==> config.mk <==
export PLATFORM = sky130hd
export DESIGN_NAME = alu
export DESIGN_NICKNAME = d
export VERILOG_FILES = /design/src/rtl/alu.sv
export SDC_FILE = /design/constraint.sdc
export NUM_CORES = 1
export LEC_CHECK = 0
export ABC_CLOCK_PERIOD_IN_PS = 38700
export BUFFER_PORTS_ARGS = -buffer_cell sky130_fd_sc_hd__buf_4
export CAP_MARGIN = 20
export CELL_PAD_IN_SITES_DETAIL_PLACEMENT = 0
export CELL_PAD_IN_SITES_GLOBAL_PLACEMENT = 1
export CORE_MARGIN = 4
export CORE_UTILIZATION = 38
export CTS_BUF_LIST = sky130_fd_sc_hd__clkbuf_2
export CTS_CLUSTER_SIZE = 16
export DETAILED_ROUTE_END_ITERATION = 7
export PLACE_DENSITY_LB_ADDON = 0.12
export SETUP_SLACK_MARGIN = 0.4
export SYNTH_ARGS = -nofsm -noshare
export SYNTH_HDL_FRONTEND = slang
export SYNTH_SLANG_ARGS = --single-unit
==> constraint.sdc <==
create_clock -name clk -period 38.7 [get_ports clk]
set_input_delay 0 -clock clk [delete_from_list [all_inputs] [get_ports clk]]
set_output_delay 0 -clock clk [all_outputs]
set_load 0.02 [all_outputs]
==> src/rtl/alu.sv <==
`default_nettype none
// ============================================================================
// Module   : alu
// Purpose  : Signed two's-complement arithmetic unit. It performs add,
//            subtract, multiply or divide, selected by a 2-bit opcode. The
//            result and the overflow flag are registered, so the latency is
//            one cycle, and a new operation can be issued on every cycle.
// Ports    : clk      - rising-edge clock
//            rst_n    - synchronous reset, active-low
//            ina      - operand A, signed [WIDTH-1:0]
//            inb      - operand B, signed [WIDTH-1:0]
//            sel      - opcode: 00 add, 01 sub, 10 mul, 11 div
//            out      - registered result, signed [WIDTH-1:0]
//            overflow - registered flag: result not representable, or an
//                       illegal division (divide by zero, MIN / -1)
// Revision : 1.0 - initial release
// ============================================================================
module alu #(
  parameter int WIDTH = 16
) (
  input  logic             clk,
  input  logic             rst_n,
  input  logic [WIDTH-1:0] ina,
  input  logic [WIDTH-1:0] inb,
  input  logic [1:0]       sel,
  output logic [WIDTH-1:0] out,
  output logic             overflow
);

  localparam logic [1:0]       OP_ADD  = 2'b00;
  localparam logic [1:0]       OP_SUB  = 2'b01;
  localparam logic [1:0]       OP_MUL  = 2'b10;
  localparam logic [1:0]       OP_DIV  = 2'b11;
  localparam logic [WIDTH-1:0] MIN_NEG = {1'b1, {(WIDTH-1){1'b0}}};
  localparam logic [WIDTH-1:0] ONE     = {{(WIDTH-1){1'b0}}, 1'b1};

  logic [WIDTH-1:0]          sum_w;
  logic [WIDTH-1:0]          diff_w;
  logic signed [2*WIDTH-1:0] a_ext_w;
  logic signed [2*WIDTH-1:0] b_ext_w;
  logic signed [2*WIDTH-1:0] prod_w;
  logic [WIDTH:0]            prod_top_w;
  logic                      div_zero_w;
  logic                      div_ovf_w;
  logic signed [WIDTH-1:0]   divisor_w;
  logic signed [WIDTH-1:0]   quot_w;

  logic [WIDTH-1:0]          out_d,  out_q;
  logic                      ovf_d,  ovf_q;

  assign sum_w  = ina + inb;
  assign diff_w = ina - inb;

  // Both operands are sign-extended to the full product width. The multiply
  // is then exact, and its low 2*WIDTH bits are the true signed product.
  assign a_ext_w = {{WIDTH{ina[WIDTH-1]}}, ina};
  assign b_ext_w = {{WIDTH{inb[WIDTH-1]}}, inb};
  assign prod_w  = a_ext_w * b_ext_w;

  // The product fits in WIDTH bits only when the top WIDTH+1 bits are all
  // equal.
  assign prod_top_w = prod_w[2*WIDTH-1:WIDTH-1];

  // Two divides are illegal: B = 0, and MIN / -1. For these the divisor is
  // forced to 1, so the divide operator never sees an illegal operand pair.
  // The result itself is then chosen separately below.
  assign div_zero_w = (inb == '0);
  assign div_ovf_w  = (ina == MIN_NEG) && (&inb);
  assign divisor_w  = (div_zero_w || div_ovf_w) ? $signed(ONE) : $signed(inb);
  assign quot_w     = $signed(ina) / divisor_w;

  always_comb begin
    out_d = '0;
    ovf_d = 1'b0;
    case (sel)
      OP_ADD: begin
        out_d = sum_w;
        ovf_d = (ina[WIDTH-1] == inb[WIDTH-1]) &&
                (sum_w[WIDTH-1] != ina[WIDTH-1]);
      end
      OP_SUB: begin
        out_d = diff_w;
        ovf_d = (ina[WIDTH-1] != inb[WIDTH-1]) &&
                (diff_w[WIDTH-1] != ina[WIDTH-1]);
      end
      OP_MUL: begin
        out_d = prod_w[WIDTH-1:0];
        ovf_d = !((&prod_top_w) || !(|prod_top_w));
      end
      OP_DIV: begin
        if (div_zero_w) begin
          out_d = '0;
          ovf_d = 1'b1;
        end else begin
          // For MIN / -1 the forced divisor of 1 returns A, which is MIN.
          out_d = quot_w;
          ovf_d = div_ovf_w;
        end
      end
      default: begin
        out_d = '0;
        ovf_d = 1'b0;
      end
    endcase
  end

  always_ff @(posedge clk) begin
    if (!rst_n) begin
      out_q <= '0;
      ovf_q <= 1'b0;
    end else begin
      out_q <= out_d;
      ovf_q <= ovf_d;
    end
  end

  assign out      = out_q;
  assign overflow = ovf_q;

endmodule
`default_nettype wire

==> flow_metrics.py <==
metrics = {
    "timing": {
        "setup_viol": 0,
        "min_period_ns": 35.81,
        "worstMarginPinSlew_ns": 1.07,
        "relSlewSlack_pct": 28.4,
        "tns_ns": 0,
        "fmax_ghz": 0.0279,
        "maxSlewViolCount": 0,
        "finalHoldViolations": 0,
        "period_share_pct": 92.5,
        "rsz0062_at_grt": "no",
    },
    "cts": {
        "cts-htree-levels": 1,
        "numCtsBuffers": 3,
        "clock_sinks": 17,
        "cts_tree": "done",
        "cts_root_buffer": "clkbuf_2",
        "clk_path_buf_depth": 2,
        "cts.clk_slew.worst_paths_ns": 0.23,
    },
    "global_route": {
        "antenna_found_initial": 5,
        "grt_pass1_vias": 18469,
        "grt_pass1_wl_mm": 110,
        "grt_max_degree": 35,
        "grt_usage_pct": 24.5,
        "overflow": 0,
    },
    "place": {
        "place_congestion": 0.896,
        "io_buffers": 52,
        "hpwl_mm": 57.7,
    },
    "logic_synthesis": {
        "synthFlopType": "dfxtp_1",
        "synthCells": 2624,
        "async_flop_share_pct": 0,
        "ys_seq_area_share_pct": 1.66,
        "synth_warnings": 0,
        "ys_ff_latch": 17,
        "ys_types": 91,
        "syn-num-nets": 3177,
        "netlist_area_mm2": 0.0206,
        "synth.avg_cell_area_um2": 7.84,
        "synth-edff-count": 0,
    },
    "worst_setup_path": {
        "start_kind": "primary input",
        "path_common_cell": "ha_1",
        "critical_path.max_fanout": 22,
        "slowest_stage": "a2111o_2",
        "worstPathRequired_ns": 39.02,
        "crit_arrival_ns": 36.13,
        "crit_path_end_kind": "flop",
        "worstSetupPathType": "in2reg",
        "slowest_delay_ns": 0.68,
    },
    "final_layout": {
        "layout_commonest_cell": "inv_1",
        "drive_gt1_share_pct": 7.51,
        "syn_to_final_growth_pct": 6.28,
        "final_nets": 3164,
        "most-common-layout-cells": "inv_1 (390), fa_1 (264), ha_1 (253)",
        "postLayoutCoreUtil_pct": 41.2,
    },
    "floorplanning": {
        "start_util_pct": 38.7,
        "rows": 84,
        "die_area_mm2": 0.0579,
        "fp.dieW_um": 241,
        "io_pins": 53,
        "die_h_um": 241,
        "coreArea_mm2": 0.0531,
    },
    "run": {
        "maxCapViolCount": 0,
    },
    "min_path": {
        "whs_endpoint": "out[0]$_SDFF_PN0_",
        "min_from": "sel[0]",
        "hold-path-cell-count": 4,
        "hold_class": "in2reg",
    },
    "detailed_routing": {
        "route.antenna.remaining_nets": 0,
        "drt_iter0_markers": 1559,
        "num_vias": 18840,
        "viasPerCell": 5.71,
        "wl_met1_mm": 34.2,
        "routed_wl_mm": 72.2,
        "top_layer_used": "met5",
        "dr.pass1.iters": 6,
        "routedWlPerCell_um": 21.9,
        "wl_met2_mm": 31.0,
        "route.met3.wl_mm": 5.55,
        "drc": 0,
    },
    "outcome": {
        "status": "finished clean",
    },
}
[area by class of cell]
cell class                 count  area (µm²)
clock inverter                 1        5.00
clock buffer                   3        15.0
fill                        5548       31200
timing repair buffer          95         718
tap                          688         861
multi-input combinational   2101       18400
antenna                        2        5.00
inverter                     393        1480
sequential                    17         340
[what timing repair did]
item,CTS,global route
pin swaps,0,4
gates cloned,0,2
setup buffers,0,8
endpoints found under the hold margin,4,0
setup endpoints to repair,5,16
hold buffers,2,0
resized for setup,2,24
[metrics by stage]
stage / area (µm²) / cells / hold slack [ns] / setup slack [ns]
detailed placement: 21600 / 3282 / 0.305 / -0.106
global route: 21900 / 3300 / 0.212 / 0.298
finish: 21900 / 3300 / 0.205 / 2.89
global placement: 21600 / 3282 / 0.305 / 0.633
CTS: 21700 / 3288 / 0.162 / 0.575
floorplan: 20600 / 2624 / 0.128 / 5.20
[critical path, delay by kind of cell]
| kind | cells | cell delay (ns) |
|---|---|---|
| AOI/OAI and AO/OA | 73 | 17.47 |
| xor gates and xnor gates | 1 | 0.15 |
| adders and majority gates | 16 | 4.84 |
| buffers and inverters | 12 | 1.99 |
| muxes | 4 | 1.25 |
| and+or+nand+nor | 39 | 10.32 |
[cell usage after synthesis (13+ instances only)]
cell type	count	share of area, %
o21a_1	50	1.8
nand2_1	203	3.7
nor2_1	191	3.5
a211oi_1	19	0.69
dfxtp_1	17	1.7
fa_1	264	26
a21oi_1	140	3.4
nor3_1	62	1.5
nand3_1	34	0.83
a21o_1	37	1.4
nor2b_1	24	0.73
nand4_1	19	0.58
a221oi_1	13	0.55
a31oi_1	31	0.94
xor2_1	36	1.5
and2_1	138	4.2
nor4_1	17	0.52
o31ai_1	33	1.2
and3_1	20	0.61
mux2i_1	18	0.88
or2_2	16	0.49
inv_1	390	7.1
xnor2_1	101	4.3
o21ai_0	81	2.0
or3_1	31	0.94
ha_1	253	15
or4_1	14	0.51
o211ai_1	24	0.88
mux2_2	23	1.3
clkbuf_1	92	1.7
nand2b_1	30	0.91
[flip-flops by register name (all words and copies together), names as in the netlist]
register / flops
out: 16
overflow: 1
[worst max path at each step]
| stage | slack (ns) | end | from | cells after the start |
|---|---|---|---|---|
| finish | 2.89 | out[15]$_SDFF_PN0_ | ina[6] | 145 |
| global route | 0.30 | out[15]$_SDFF_PN0_ | ina[6] | 145 |
| detailed placement | -0.11 | out[15]$_SDFF_PN0_ | ina[6] | 145 |
| CTS | 0.58 | out[15]$_SDFF_PN0_ | ina[6] | 144 |
| global placement | 0.63 | out[15]$_SDFF_PN0_ | ina[6] | 141 |
| floorplan | 5.20 | out[15]$_SDFF_PN0_ | ina[0] | 154 |
[layer usage]
layer | track usage (%) | up-vias
met3 | 4.95 | 65
met5 | 1.23 | -
li1 | - | 8879
met4 | 3.66 | 4
met1 | 36.7 | 9252
met2 | 37.2 | 640
[cell families after synthesis]
group / after synthesis / synth area share (%)
AOI/OAI and AO/OA: 567 / 18.9
xor gates and xnor gates: 138 / 5.91
buffers and inverters: 508 / 9.52
muxes: 44 / 2.35
DFF: 17 / 1.66
adders and majority gates: 517 / 41.1
and+or+nand+nor: 833 / 20.6
Power is not shown: default switching activity piles up to over one toggle a cycle in this logic, so the estimate is an artifact.
